### src/rtl/div_mon_pkg.sv
// Shared types for the divided-clock monitor: FSM state codes and error-counter width.
package div_mon_pkg;

    typedef enum logic [1:0] {
        ST_IDLE    = 2'd0,
        ST_ARM     = 2'd1,
        ST_MEASURE = 2'd2,
        ST_LOCKED  = 2'd3
    } mon_state_e;

    localparam int unsigned ERR_W = 8;

endpackage

### src/rtl/sync_rise_det.sv
// Three-flop synchronizer for an asynchronous level with a one-cycle rising-edge pulse.
module sync_rise_det (
    input  logic clk,
    input  logic reset,
    input  logic d_i,
    output logic rise_o
);

    logic s1_q, s2_q, s3_q;

    always_ff @(posedge clk) begin
        if (reset) begin
            s1_q <= 1'b0;
            s2_q <= 1'b0;
            s3_q <= 1'b0;
        end else begin
            s1_q <= d_i;
            s2_q <= s1_q;
            s3_q <= s2_q;
        end
    end

    assign rise_o = s2_q & ~s3_q;

endmodule

### src/rtl/div_clk_monitor.sv
// Measures the divided-clock period in clk cycles and reports lock, sticky fault and error count.
module div_clk_monitor
    import div_mon_pkg::*;
#(
    parameter int unsigned DIV      = 3,
    parameter int unsigned LOCK_CNT = 4,
    parameter int unsigned TIMEOUT  = 8,
    parameter int unsigned CNT_W    = 8
) (
    input  logic             clk,
    input  logic             reset,
    input  logic             en,
    input  logic             div_in,
    input  logic             clear_fault,
    output logic             locked,
    output logic             fault,
    output logic [CNT_W-1:0] period,
    output logic             period_valid,
    output logic [ERR_W-1:0] err_cnt,
    output logic [1:0]       state
);

    localparam int unsigned GOOD_W = $clog2(LOCK_CNT + 1);

    mon_state_e        state_q, state_d;
    logic [CNT_W-1:0]  cnt_q, cnt_d;
    logic [CNT_W-1:0]  period_q, period_d;
    logic [ERR_W-1:0]  err_q, err_d;
    logic [GOOD_W-1:0] good_q, good_d;
    logic              fault_q, fault_d;
    logic              locked_q, locked_d;
    logic              pv_q, pv_d;

    logic             rise;
    logic             stall;
    logic             match;
    logic [CNT_W-1:0] meas;
    logic [ERR_W-1:0] err_inc;

    sync_rise_det u_sync (
        .clk    (clk),
        .reset  (reset),
        .d_i    (div_in),
        .rise_o (rise)
    );

    assign meas    = (&cnt_q) ? cnt_q : cnt_q + CNT_W'(1);
    assign stall   = (meas == CNT_W'(TIMEOUT)) && !rise;
    assign match   = (meas == CNT_W'(DIV));
    assign err_inc = (&err_q) ? err_q : err_q + ERR_W'(1);

    always_ff @(posedge clk) begin
        if (reset) begin
            state_q  <= ST_IDLE;
            cnt_q    <= '0;
            period_q <= '0;
            err_q    <= '0;
            good_q   <= '0;
            fault_q  <= 1'b0;
            locked_q <= 1'b0;
            pv_q     <= 1'b0;
        end else begin
            state_q  <= state_d;
            cnt_q    <= cnt_d;
            period_q <= period_d;
            err_q    <= err_d;
            good_q   <= good_d;
            fault_q  <= fault_d;
            locked_q <= locked_d;
            pv_q     <= pv_d;
        end
    end

    always_comb begin
        state_d  = state_q;
        period_d = period_q;
        err_d    = err_q;
        good_d   = good_q;
        fault_d  = fault_q;
        locked_d = locked_q;
        pv_d     = 1'b0;
        cnt_d    = (state_q == ST_IDLE || rise) ? '0 : meas;

        if (!en) begin
            state_d  = ST_IDLE;
            cnt_d    = '0;
            good_d   = '0;
            fault_d  = 1'b0;
            locked_d = 1'b0;
        end else begin
            unique case (state_q)
                ST_IDLE: state_d = ST_ARM;
                ST_ARM: begin
                    if (rise) state_d = ST_MEASURE;
                end
                ST_MEASURE: begin
                    if (rise) begin
                        period_d = meas;
                        pv_d     = 1'b1;
                        if (!match) begin
                            good_d = '0;
                            err_d  = err_inc;
                        end else if (good_q == GOOD_W'(LOCK_CNT - 1)) begin
                            good_d   = GOOD_W'(LOCK_CNT);
                            state_d  = ST_LOCKED;
                            locked_d = 1'b1;
                        end else begin
                            good_d = good_q + GOOD_W'(1);
                        end
                    end else if (stall) begin
                        good_d  = '0;
                        err_d   = err_inc;
                        state_d = ST_ARM;
                    end
                end
                ST_LOCKED: begin
                    // FAULT shares the LOCKED code; fault_q distinguishes the two.
                    if (fault_q) begin
                        if (clear_fault) begin
                            state_d = ST_ARM;
                            fault_d = 1'b0;
                            good_d  = '0;
                        end else if (rise) begin
                            period_d = meas;
                            pv_d     = 1'b1;
                        end
                    end else if (rise) begin
                        period_d = meas;
                        pv_d     = 1'b1;
                        if (!match) begin
                            fault_d  = 1'b1;
                            locked_d = 1'b0;
                            err_d    = err_inc;
                        end
                    end else if (stall) begin
                        fault_d  = 1'b1;
                        locked_d = 1'b0;
                        err_d    = err_inc;
                    end
                end
                default: state_d = ST_IDLE;
            endcase
        end
    end

    always_comb begin
        state        = state_q;
        locked       = locked_q;
        fault        = fault_q;
        period       = period_q;
        period_valid = pv_q;
        err_cnt      = err_q;
    end

endmodule
### config.mk
export PLATFORM = sky130hd
export DESIGN_NAME = div_clk_monitor
export DESIGN_NICKNAME = d
export VERILOG_FILES = /design/src/rtl/div_mon_pkg.sv /design/src/rtl/sync_rise_det.sv /design/src/rtl/div_clk_monitor.sv
export SDC_FILE = /design/constraint.sdc
export NUM_CORES = 1
export LEC_CHECK = 0
export BUFFER_PORTS_ARGS = -buffer_cell sky130_fd_sc_hd__buf_2
export CORE_MARGIN = 2
export CORE_UTILIZATION = 30
export CTS_BUF_LIST = sky130_fd_sc_hd__clkbuf_4
export DETAILED_ROUTE_END_ITERATION = 6
export GPL_TIMING_DRIVEN = 1
export PLACE_DENSITY = 0.52
export SETUP_SLACK_MARGIN = 0.1
export SLEW_MARGIN = 40
export SYNTH_ARGS = -nofsm -noshare
export SYNTH_HDL_FRONTEND = slang
export SYNTH_SLANG_ARGS = --single-unit
export TNS_END_PERCENT = 5
### constraint.sdc
create_clock -name clk -period 4.8 [get_ports clk]
set_input_delay 0.24 -clock clk [delete_from_list [all_inputs] [get_ports clk]]
set_output_delay 0.24 -clock clk [all_outputs]
set_load 0.02 [all_outputs]
Word level (Yosys, flattened, before mapping)
Index checks and enable logic that the tools add are counted.
{"block": "word_totals", "regBits": 35, "latch_bits": 0, "mem_bits_rw": 0, "romBits": 0, "in_bits": 5, "wordCells": 93, "n_memories": 0}
{"block": "classes", "add_sub_neg": 3, "multipliers": 0, "div": 0, "n_lt_le_gt_ge": 0, "eq_ne": 19, "shifts": 0, "n_mux": 43, "n_bitwise": 3, "reduce_logical": 14}
{"operator": "$mux 8", "count": 9}
{"operator": "$pmux 8 s2", "count": 2}
{"operator": "$mux 3", "count": 6}
{"operator": "$ne 3x3->1 const B", "count": 6}
{"operator": "$add 8x1->8 const B", "count": 2}
{"operator": "$reduce_and 8->1", "count": 2}
{"operator": "$mux 1", "count": 15}
{"operator": "$mux 2", "count": 7}
{"operator": "$ne 2x2->1 const B", "count": 7}
{"operator": "$eq 8x2->1 const B", "count": 1}
{"operator": "$eq 8x4->1 const B", "count": 1}
{"operator": "$pmux 2 s4", "count": 1}
{"operator": "$reduce_and 7->1", "count": 1}
{"operator": "$pmux 3 s2", "count": 1}
{"operator": "$reduce_and 3->1", "count": 2}
{"operator": "$reduce_and 6->1", "count": 1}
{"operator": "$eq 2x2->1 const B", "count": 2}
{"operator": "$pmux 1 s2", "count": 2}
{"operator": "$reduce_and 4->1", "count": 1}
{"operator": "$add 3x1->3 const B", "count": 1}
{"operator": "$eq 3x2->1 const B", "count": 1}
{"operator": "$reduce_or 3->1", "count": 1}
{"operator": "$eq 2x1->1 const B", "count": 1}
{"operator": "$logic_not 2->1", "count": 1}
{"operator": "other kinds (7)", "count": 8}

Longest topological paths before layout
Gate-level depths: netlist (run 1).
{"block": "depth", "depth_word": 8, "ltp_mapped": 10, "depth_no_buf": 8}

Cells and area by module
Synthesis (run 1) repeated with hierarchy kept, for this count alone.
{"block": "unflattened", "hier_cells": 227, "area_unflattened_um2": 2019.4}
{"mod": "div_clk_monitor", "n_inst": 1, "cells_per_inst": 220, "area_per_inst_um2": 1931.9}
{"mod": "sync_rise_det", "n_inst": 1, "cells_per_inst": 7, "area_per_inst_um2": 87.6}

Least setup slack after synthesis (run 1)
No wires, ideal clock.
{"block": "synth_timing", "path_type": "reg2reg", "from": "register state_q[0] (netlist: state[0])", "to": "register err_q[4] (netlist: err_cnt[4])", "setup_time_ps": 123, "arrival_ps": 2241, "required_time_ps": 4677, "path_slack_ps": 2436, "stages_incl_launch_ff": 10, "n_path_buf": 2, "period_less_slack_ps": 2364, "cell_sequence": "dfxtp_1 -> ha_1 -> clkbuf_1 -> nor2b_1 -> o21ai_0 -> a31oi_1 -> and4_1 -> buf_4 -> nand4_1 -> mux2_1"}
{"block": "synth_between", "elab_chain_cells": 3, "word_cells_on_any_way": 6, "classes_between": "eq/ne: 3; mux: 1; reduce/logical: 2"}
{"item": "start: declaration", "line": "div_clk_monitor.sv:25", "source": "mon_state_e state_q, state_d;"}
{"item": "start signal: assignment", "line": "div_clk_monitor.sv:63", "source": "state_q <= state_d;"}
{"item": "$eq 2x2->1", "line": "div_clk_monitor.sv:91", "source": "unique case (state_q)"}
{"item": "$ne 2x2->1 (no line) or $reduce_bool 2->1 (tied branches)"}
{"item": "$reduce_and 3->1 (no line)"}
{"item": "end signal: assignment", "line": "div_clk_monitor.sv:66", "source": "err_q <= err_d;"}
{"item": "end: declaration", "line": "div_clk_monitor.sv:28", "source": "logic [ERR_W-1:0] err_q, err_d;"}
Parallel ways exist; a longest one is shown, timed or not.
A chain may end at the register's enable or synchronous reset.

Worst setup path after layout (run 1)
{"block": "layout_timing", "from": "register cnt_q[0]", "to": "register err_q[4] (netlist: err_cnt[4])"}
{"block": "layout_between", "elab_chain_cells": 8, "word_cells_on_any_way": 11, "classes_between": "add/sub: 1; eq/ne: 2; mux: 6; reduce/logical: 2"}
{"item": "start: declaration", "line": "div_clk_monitor.sv:26", "source": "logic [CNT_W-1:0] cnt_q, cnt_d;"}
{"item": "start signal: assignment", "line": "div_clk_monitor.sv:64", "source": "cnt_q <= cnt_d;"}
{"item": "$add 8x1->8 or $reduce_and 8->1 (tied branches)", "line": "div_clk_monitor.sv:47", "source": "assign meas = (&cnt_q) ? cnt_q : cnt_q + CNT_W'(1);"}
{"item": "$mux 8 (*)", "line": "div_clk_monitor.sv:47"}
{"item": "$eq 8x4->1", "line": "div_clk_monitor.sv:48", "source": "assign stall = (meas == CNT_W'(TIMEOUT)) && !rise;"}
{"item": "$logic_and 1x1->1", "line": "div_clk_monitor.sv:48"}
{"item": "$mux 8"}
{"item": "$mux 8 (*)"}
{"item": "$mux 8"}
{"item": "$pmux 8 s2 (*)"}
Every way passes the cells marked *; elsewhere a longest branch is shown, timed or not. The select of a mux whose other input is x is not followed.

==> flow_summary.yaml, run 1 <==
timing:
  fin_skew_ns: 0.0109
  slew-limit-headroom_pct: 55.1
  setup_ws_ns: 2.39
  setup_tns_ns: 0
  timing.final.max_slew_violations: 0
  setup-violations-final: 0
  rsz0062_at_grt: "false"
  achievable-frequency_mhz: 415
  final.period_utilization_pct: 50.2
  hold_viol: 0
  worst_pin_slew_ns: 0.673
  layout_min_cycle_time_ns: 2.41
clock_network:
  clock-root-buffer: "clkbuf_4"
  cts_sinks: 35
  clock_tree.htree_level_count: 2
  path_clk_slew_ns: 0.12
  clock_insertion_delay_worst_skew_ns: 0.35
  postCtsHoldBufs: 0
  post_cts.resized_instances: 0
  clock_path_buffers: 2
  cts_inserted_buffers: 5
  tritoncts: "done"
  number_of_buffers_inserted_to_repair_setup_after_cts: 0
worst_setup_path:
  start_kind: "register"
  worst_path_cell_with_the_longest_stage_delay: "or4_4"
  end_kind: "register"
  max_stage_delay_ns: 0.45
  critical_path_class: "reg2reg"
  crit-reg2reg-launch: "cnt_q[0]"
  crit_path_max_fanout: 9
  crit_arrival_ns: 2.66
  ff2ff_path_depth: 7
  r2r_slack_ns: 2.39
  worst_r2r_endpoint: "err_cnt[4]"
  crit_chain: "ha_1 -> or4_4 -> o32ai_4 -> o211ai_2 -> and4_1 -> nand4_1 -> mux2_1"
  required_ns: 5.05
drt:
  wire_per_inst_um: 13.3
  via_count: 1591
  avgViaCountPerCell: 5.00
  dr.pass1.iters: 4
  drt-initial-drc-count: 51
  postRouteAntennaNets: 0
  routed_wirelength_mm: 4.22
  detail_route.drc_violations: 0
synthesis:
  netlist_area_before_placement_um2: 1930
  dominant_combinational_cell_family_by_area_after_synthesis: "simple AND/OR/NAND/NOR gates"
  synth-simple-area-share_pct: 28.5
  post_synth_fa_ha_maj_area_fraction_pct: 5.83
  synth-main-ff-cell: "dfxtp_1"
  postSynth.asyncResetShare_pct: 0
  synthesis.nets: 234
  syn_avg_cell_area_um2: 8.79
  post_synth_inst_count: 220
  synth_cell_type_count: 47
  synthDominantCellAreaShare_pct: 36.2
  synth_mux_area_share_pct: 6.86
  synth_edf_count: 0
  synth_seq_cells: 35
  yosys.area_share.xor_xnor_pct: 1.36
  synth_area_leader: "dfxtp_1"
  yosysWarningCount: 0
  compound_cell_area_share_of_the_yosys_netlist_pct: 16.9
  synth_sequential_area_ratio_pct: 36.2
  cell_types_with_the_largest_area_share_after_synthesis: "dfxtp_1 (36%), ha_1 (5.8%), mux2i_1 (5.7%)"
global_route:
  globalRouteOverflowTotal: 0
  grt_usage_pct: 12.6
  maximum_number_of_pins_on_one_net_before_global_route_repair: 22
  grt_pass1_vias: 1496
  antenna_found_initial: 0
  first_pass_grt_wire_length_mm: 7.18
placement:
  detailedPlace.worstSlack_ns: 2.41
  buffer_ports.inserted: 25
  gpl.final_weighted_congestion: 0.807
  placed_area_um2: 2110
  dpl.cell_count: 310
  dp.final_hpwl_mm: 3.07
floorplan:
  chipWidth_um: 84.3
  start_util_pct: 30.8
  fp.dieArea_um2: 7100
  die_y_um: 84.3
  design.core.area_um2: 6280
  num_io_pins: 26
  rows: 29
hold_path:
  hold_path_class: "in2reg"
  whs_endpoint: "u_sync.s1_q"
  worstHoldPathCells: 2
  hold_start: "div_in"
power_and_ir_drop:
  power_per_cell_area_nw_per_um2: 223
  leakagePower_nw: 0.826
  ir_drop_uv: 117
flow_run:
  timing.max_cap.violations: 0
layout:
  finalNetCount: 254
  n_fill_cell: 681
  post_layout_nonfiller_instances: 318
  drive_gt1_share_pct: 18.3
  antenna_cells_inserted: 0
  final_cell_area_um2: 2170
  area_growth_syn_to_layout_pct: 12.3
run_status:
  run_status: "complete, no violations"
cell families (layout without fill, tap and decap cells):
family,Yosys count,count (layout)
AND/OR/NAND/NOR,97,97
AO/OA/AOI/OAI,43,43
flip-flops,35,35
buffers and inverters,20,41
multiplexers,13,13
adder cells (fa/ha/maj),9,9
XOR/XNOR,3,3
registers in the layout (all words and copies together), names as in the netlist, 2 cells and up:
register  flops
good_q        3
state         2
err_cnt       8
period        8
cnt_q         8
per-stage QoR:
step                      utilization (%)  hold slack (ns)  total power [mW]
after floorplan                         -            0.368             0.315
after global placement               33.5            0.422             0.321
after detailed placement             33.7            0.420             0.322
after CTS                            34.6           0.0729             0.493
after global routing                 34.6           0.0840             0.509
final                                34.6           0.0865             0.485
worst max path at each step:
stage              from          to  slack [ns]  depth (start not counted)
2_1_floorplan  state[0]  err_cnt[4]        2.44                          9
3_3_place_gp   cnt_q[0]  err_cnt[4]        2.43                          7
3_5_place_dp   cnt_q[0]  err_cnt[4]        2.41                          7
4_1_cts        cnt_q[0]  err_cnt[4]        2.38                          7
5_1_grt        cnt_q[0]  err_cnt[4]        2.20                          7
6_report       cnt_q[0]  err_cnt[4]        2.39                          7
routing by layer:
layer | wire (um) | track usage, % | up-vias | share of wire [%]
met4 | 86 | 5.72 | 0 | 2.0
met2 | 1810 | 18.8 | 21 | 43
met1 | 2150 | 16.6 | 738 | 51
li1 | - | - | 825 | -
met5 | 0 | 0 | - | 0
met3 | 173 | 4.13 | 7 | 4.1
cell type report:
type,count,area (um2),area share (%)
tap,77,96.3,4.44
clock buffer,6,45.0,2.07
timing repair buffer,25,125,5.76
inverter,8,30.0,1.38
clock inverter,2,12.5,0.576
multi-input combinational,165,1160,53.5
sequential,35,701,32.3
worst max-delay path: cells and delay by family, from the launching register on:
kind	cells	cell delay, ns
AO/OA/AOI/OAI	2	0.44
adder cells (fa/ha/maj)	1	0.32
flip-flops	1	0.38
AND/OR/NAND/NOR	3	0.86
multiplexers	1	0.32
Yosys cell counts (all sizes together), types with 4 or more instances:
master,number
dfxtp,35
nor2,24
a21oi,16
nand2,14
nor2b,12
mux2i,11
ha,9
o21ai,9
clkbuf,8
inv,8
and3,7
nand4,7
or3,6
a31oi,4
buf,4
nand2b,4
where the power goes:
part / total (mW) / internal (mW) / leakage, nW / switching, mW
clock network: 0.170 / 0.0622 / 0.0317 / 0.108
registers: 0.294 / 0.292 / 0.283 / 0.00169
logic: 0.0208 / 0.00732 / 0.511 / 0.0135
total: 0.485 / 0.362 / 0.826 / 0.123
cell usage in the layout, fill, tap and decap left out, types with 2 or more instances in the layout:
cell type   n
dfxtp_1    35
clkbuf_4    6
nor3_1      3
nand3_1     2
or4_1       2
nor2b_1    12
xnor2_1     2
mux2i_1    11
a31oi_1     4
and2_1      2
ha_1        9
nand4_1     6
nor2_1     24
nand2_1    14
or3_1       6
nand4b_1    3
and4_1      3
buf_2      25
a21oi_1    16
and3_1      7
o21ai_0     9
nor4_1      2
nand2b_1    4
nor4b_1     3
inv_1       8
(Power assumes the default switching activity.)
==> inputs of run 2 (changes only) <==
--- a/config.mk
+++ b/config.mk
@@ -5,6 +5,7 @@
 export SDC_FILE = /design/constraint.sdc
 export NUM_CORES = 1
 export LEC_CHECK = 0
+export ABC_AREA = 1
 export BUFFER_PORTS_ARGS = -buffer_cell sky130_fd_sc_hd__buf_2
 export CORE_MARGIN = 2
 export CORE_UTILIZATION = 30
==> constraint.sdc (replaced) <==
create_clock -name clk -period 2.32 [get_ports clk]
set_input_delay 0.116 -clock clk [delete_from_list [all_inputs] [get_ports clk]]
set_output_delay 0.116 -clock clk [all_outputs]
set_load 0.02 [all_outputs]
==> run 2 against run 1 <==
Synthesized cell count grew 21%; design area grew 1.6%; synthesized area shrank 3.0%; critical path type unchanged; register-to-register slack lost 2.1 ns; maximum frequency grew 19%; critical path depth grew 9; worst hold slack gained 0.0024 ns; combinational power grew to 3.9 times the previous value; total power grew 110%; utilization grew 2.2 points; largest cell class unchanged; sequential power grew 110%; routed wire length grew 0.62%.
==> flow_summary.yaml, run 2 <==
run_status:
  run_status: "complete, no violations"
worst_setup_path:
  critical_path_class: "reg2reg"
  critical_path.most_common_cell: "nand2_2"
  worst_path_cell_with_the_longest_stage_delay: "dfxtp_2"
  path_buf_inv: 2
  ff2ff_path_depth: 16
  r2r_slack_ns: 0.29
  required_ns: 2.56
  end_kind: "register"
  worst_r2r_endpoint: "good_q[1]"
  start_kind: "register"
  worst-path-stages: 16
  cp-startpoint: "cnt_q[1]"
  endpoint: "good_q[1]"
  crit_chain: "ha_4 -> nand2_2 -> nor2_4 -> nand2_4 -> nand2_2 -> nand2_2 -> inv_2 -> nand2_1 -> nor2_2 -> nand2_2 -> nand2_1 -> nand2_1 -> nor2_2 -> inv_1 -> a21oi_1 -> nor2_1"
  crit_path_max_fanout: 10
  worst_path_dominant_cell_family: "simple AND/OR/NAND/NOR gates"
  max_stage_delay_ns: 0.40
  crit-reg2reg-launch: "cnt_q[1]"
  crit_arrival_ns: 2.27
timing:
  layout_min_cycle_time_ns: 2.03
  rsz0062_at_grt: "false"
  timing.final.max_slew_violations: 0
  hold-worst-slack_ns: 0.0889
  final.period_utilization_pct: 87.4
  achievable-frequency_mhz: 493
  slew-limit-headroom_pct: 74.2
  fin_skew_ns: 0.0129
  setup-violations-final: 0
  hold_viol: 0
  setup_ws_ns: 0.292
  worst_pin_slew_ns: 0.386
  setup_tns_ns: 0
synthesis:
  synthesis.nets: 280
  synth_mux_area_share_pct: 0
  compound_cell_area_share_of_the_yosys_netlist_pct: 11.3
  synth-main-ff-cell: "dfxtp_1"
  post_synth_inst_count: 266
  synth-simple-area-share_pct: 34.0
  synth_sequential_area_ratio_pct: 37.4
  post-synth-top-count-cell: "nand2_1"
  dominant_combinational_cell_family_by_area_after_synthesis: "simple AND/OR/NAND/NOR gates"
  synth_cell_type_count: 30
  synth_seq_cells: 35
  yosys.area_share.xor_xnor_pct: 3.27
  netlist_area_before_placement_um2: 1880
  postSynth.asyncResetShare_pct: 0
  syn_avg_cell_area_um2: 7.05
  yosysWarningCount: 0
  synth.cells.most_frequent: "nand2_1 (50), dfxtp_1 (35), nor2_1 (34)"
  synth_area_leader: "dfxtp_1"
  synth_edf_count: 0
  cell_types_with_the_largest_area_share_after_synthesis: "dfxtp_1 (37%), nand2_1 (10%), nor2_1 (6.8%)"
  post_synth_fa_ha_maj_area_fraction_pct: 6.00
  synthDominantCellAreaShare_pct: 37.4
floorplan:
  rows: 28
  die_y_um: 83.1
  fp.dieArea_um2: 6900
  start_util_pct: 31.3
  design.core.area_um2: 5990
  num_io_pins: 26
  chipWidth_um: 83.1
layout:
  footprint_of_the_multi_input_gates_um2: 1050
  drive_gt1_share_pct: 21.2
  post-route-util_pct: 36.8
  n_fill_cell: 647
  most_common_library_cell_in_the_layout_ignoring_fill_and_taps: "nand2_1"
  mostFrequentLayoutCells: "nand2_1 (49), nor2_1 (33), dfxtp_1 (33), inv_1 (31), buf_2 (25)"
  final_cell_area_um2: 2200
  area_growth_syn_to_layout_pct: 17.5
  finalNetCount: 315
  antenna_cells_inserted: 0
  regArea_um2: 703
  post_layout_nonfiller_instances: 377
placement:
  detailedPlace.worstSlack_ns: 0.189
  buffer_ports.inserted: 25
  dpl.cell_count: 368
  dp.final_hpwl_mm: 3.19
  placed_area_um2: 2110
  gpl.final_weighted_congestion: 0.809
clock_network:
  number_of_buffers_inserted_to_repair_setup_after_cts: 0
  clock_insertion_delay_worst_skew_ns: 0.34
  clock_path_buffers: 2
  cts_sinks: 35
  clock_tree.htree_level_count: 2
  clock-root-buffer: "clkbuf_4"
  tritoncts: "done"
  path_clk_slew_ns: 0.11
  cts_inserted_buffers: 5
drt:
  via_count: 1733
  routed_wirelength_mm: 4.25
  postRouteAntennaNets: 0
  dr.pass1.iters: 4
  wire_per_inst_um: 11.3
  avgViaCountPerCell: 4.60
  detail_route.drc_violations: 0
  drt-initial-drc-count: 78
global_route:
  grt_pass1_vias: 1664
  antenna_found_initial: 0
  maximum_number_of_pins_on_one_net_before_global_route_repair: 17
  globalRouteOverflowTotal: 0
  first_pass_grt_wire_length_mm: 7.43
  grt_usage_pct: 12.9
power_and_ir_drop:
  post-layout-total-power_mw: 1.02
  ir_drop_uv: 282
  power_per_cell_area_nw_per_um2: 465
  leakagePower_nw: 0.975
hold_path:
  hold_start: "reset"
  hold_path_class: "in2reg"
flow_run:
  timing.max_cap.violations: 0
## run 2: cell count changes in the layout (fill, tap and decap cells not counted), moves of 5 or more
cell / previous run / this run
and3_1: 7 / 1
inv_1: 8 / 31
mux2i_1: 11 / 0
nor2b_1: 12 / 0
nand3_1: 2 / 24
nand2_1: 14 / 49
nand2_2: 0 / 7
nor2_2: 0 / 6
or3_1: 6 / 0
a21oi_1: 16 / 21
nor2_1: 24 / 33
## run 2: what timing repair did
item                                    4_1_cts  5_1_grt
endpoints found under the setup margin        0       12
gates resized for setup                       0        8
hold buffers                                  1        0
endpoints found under the hold margin         1        0
## run 2: cell type report
cell class	instances	share of cell area [%]
Inverter	35	5.96
Clock buffer	6	2.04
Timing Repair Buffer	31	8.00
Clock inverter	2	0.341
Tap cell	75	4.26
Multi-Input combinational cell	193	47.5
Sequential cell	35	31.9
## run 2: power by group
group | switching (mW) | internal, mW | leakage (nW) | total (mW)
logic | 0.0532 | 0.0289 | 0.660 | 0.0821
registers | 0.00542 | 0.607 | 0.284 | 0.613
clock network | 0.205 | 0.124 | 0.0307 | 0.329
total | 0.264 | 0.760 | 0.975 | 1.02
## run 2: cells by family (layout without fill, tap and decap cells)
| group | after synthesis | count (layout) |
|---|---|---|
| AO/OA/AOI/OAI | 40 | 40 |
| AND/OR/NAND/NOR | 137 | 137 |
| flip-flops | 35 | 35 |
| XOR/XNOR | 7 | 7 |
| adder cells (fa/ha/maj) | 9 | 9 |
| buffers and inverters | 38 | 74 |
## run 2: layer usage
layer  wire length [um]  vias up  share of wire (%)  GRT usage [%]
met2               2000       33                 47           21.3
met4                 68        0                1.6           4.77
li1                   -      924                  -              -
met3                152        6                3.6           3.08
met1               2030      770                 48           16.3
met5                  0        -                  0              0
## run 2: worst min-delay path by stage
stage                   to  cells after the start
4_1_cts        u_sync.s1_q                      2
5_1_grt        u_sync.s1_q                      2
3_3_place_gp   u_sync.s1_q                      3
3_5_place_dp   u_sync.s1_q                      3
6_report       u_sync.s1_q                      2
2_1_floorplan  u_sync.s1_q                      2
==> inputs of run 3 (changes only) <==
--- a/config.mk
+++ b/config.mk
@@ -7,7 +7,7 @@
 export LEC_CHECK = 0
 export ABC_AREA = 1
 export BUFFER_PORTS_ARGS = -buffer_cell sky130_fd_sc_hd__buf_2
-export CORE_MARGIN = 2
+export CORE_MARGIN = 3
 export CORE_UTILIZATION = 30
 export CTS_BUF_LIST = sky130_fd_sc_hd__clkbuf_4
 export DETAILED_ROUTE_END_ITERATION = 6
==> constraint.sdc (replaced) <==
create_clock -name clk -period 2.6 [get_ports clk]
set_input_delay 0.13 -clock clk [delete_from_list [all_inputs] [get_ports clk]]
set_output_delay 0.13 -clock clk [all_outputs]
set_load 0.02 [all_outputs]
==> run 3 against run 2 <==
Sequential power fell by 11%; register-to-register slack improved by 0.10 ns; critical endpoint is now err_cnt[0]; largest power group unchanged; highest routed layer unchanged; clock-buffer cell count fell by 1.
==> flow_summary.yaml, run 3 (synthesis gave the netlist of run 2 again) <==
drt:
  drt-initial-drc-count: 65
  dr.pass1.iters: 4
  avgViaCountPerCell: 4.53
  wire_per_inst_um: 11.1
  via_count: 1698
  routed_wirelength_mm: 4.18
  detail_route.drc_violations: 0
  postRouteAntennaNets: 0
clock_network:
  clock_tree.htree_level_count: 2
  cts_sinks: 35
  clock_insertion_delay_worst_skew_ns: 0.35
  number_of_buffers_inserted_to_repair_setup_after_cts: 0
  cts_inserted_buffers: 5
  clock-root-buffer: "clkbuf_4"
  clock_path_buffers: 2
  path_clk_slew_ns: 0.11
  tritoncts: "done"
worst_setup_path:
  crit_arrival_ns: 2.46
  end_kind: "register"
  required_ns: 2.85
  start_kind: "register"
  crit_path_max_fanout: 7
  critical_path_class: "reg2reg"
floorplan:
  design.core.area_um2: 5990
  num_io_pins: 26
  start_util_pct: 31.3
  rows: 28
  die_y_um: 85.1
  chipWidth_um: 85.1
  fp.dieArea_um2: 7240
global_route:
  grt_usage_pct: 12.4
  maximum_number_of_pins_on_one_net_before_global_route_repair: 17
  antenna_found_initial: 0
  grt_pass1_vias: 1582
  globalRouteOverflowTotal: 0
  first_pass_grt_wire_length_mm: 7.29
timing:
  achievable-frequency_mhz: 453
  hold-worst-slack_ns: 0.107
  fin_skew_ns: 0.0168
  layout_min_cycle_time_ns: 2.21
  timing.final.max_slew_violations: 0
  setup_tns_ns: 0
  final.period_utilization_pct: 84.8
  rsz0062_at_grt: "false"
  setup-violations-final: 0
  slew-limit-headroom_pct: 58.5
  hold_viol: 0
  worst_pin_slew_ns: 0.620
layout:
  finalNetCount: 313
  most_common_library_cell_in_the_layout_ignoring_fill_and_taps: "nand2_1"
  footprint_of_the_multi_input_gates_um2: 1040
  mostFrequentLayoutCells: "nand2_1 (49), dfxtp_1 (35), nor2_1 (33), inv_1 (31), buf_2 (25)"
  area_growth_syn_to_layout_pct: 17.5
  drive_gt1_share_pct: 20.3
  n_fill_cell: 619
  final_cell_area_um2: 2200
  antenna_cells_inserted: 0
  regArea_um2: 701
  post_layout_nonfiller_instances: 375
flow_run:
  timing.max_cap.violations: 0
power_and_ir_drop:
  ir_drop_uv: 266
  post-layout-total-power_mw: 1.01
  power_per_cell_area_nw_per_um2: 458
  leakagePower_nw: 0.977
hold_path:
  hold_path_class: "in2reg"
placement:
  dp.final_hpwl_mm: 3.21
  buffer_ports.inserted: 25
  placed_area_um2: 2100
  dpl.cell_count: 366
  gpl.final_weighted_congestion: 0.841
run_status:
  run_status: "complete, no violations"
-- run 3: layout make-up --
type	count	share of cell area (%)
well taps	75	4.26
clock inverters	3	1.76
repair buffers	29	7.16
inverters	35	5.96
clock buffers	5	1.70
flip-flops and latches	35	31.8
multi-input cells	193	47.4
-- run 3: what timing repair did --
| action | 4_1_cts | 5_1_grt |
|---|---|---|
| hold endpoints to repair | 1 | 0 |
| gates resized for setup | 0 | 3 |
| hold buffers | 1 | 0 |
| setup endpoints to repair | 0 | 9 |
-- run 3: routing by layer --
metal	global-route usage (%)	share of wire, %	vias to the layer above
met5	0	0	-
met4	5.18	2.0	0
met3	3.11	4.1	8
met2	19.5	45	35
met1	16.2	49	736
li1	-	-	919
-- run 3: power breakdown --
part | total (mW) | switching [mW] | internal, mW
combinational | 0.0711 | 0.0468 | 0.0243
sequential | 0.547 | 0.00463 | 0.542
clock | 0.392 | 0.194 | 0.198
total | 1.01 | 0.246 | 0.764
-- run 3: path summary, 6_finish.rpt --
kind,start,end,slack (ns),cells after the start
worst min-delay path,reset,err_cnt[3],0.11,2
worst max-delay path,cnt_q[1],err_cnt[0],0.39,13
worst min register to register,u_sync.s1_q,u_sync.s2_q,0.41,2
worst max register to register,cnt_q[1],err_cnt[0],0.39,13
-- run 3: through the flow --
stage | util, % | setup slack [ns]
after floorplan | - | 0.671
after global placement | 35.0 | 0.277
after detailed placement | 35.1 | 0.247
after CTS | 36.6 | 0.221
after global routing | 36.8 | 0.127
final | 36.8 | 0.394
-- run 3: worst max-delay path, stage by stage, from the launching register on --
cell and delay, ns:
dfxtp_1 0.42, ha_1 0.25, nand2_2 0.10, nor2_4 0.15, nand3_1 0.11, nand2_2 0.10
nand2_1 0.06, nor2_2 0.15, nand3_1 0.14, nor2_2 0.20, a21oi_4 0.08, buf_4 0.17
a21oi_1 0.11, nor2_1 0.06
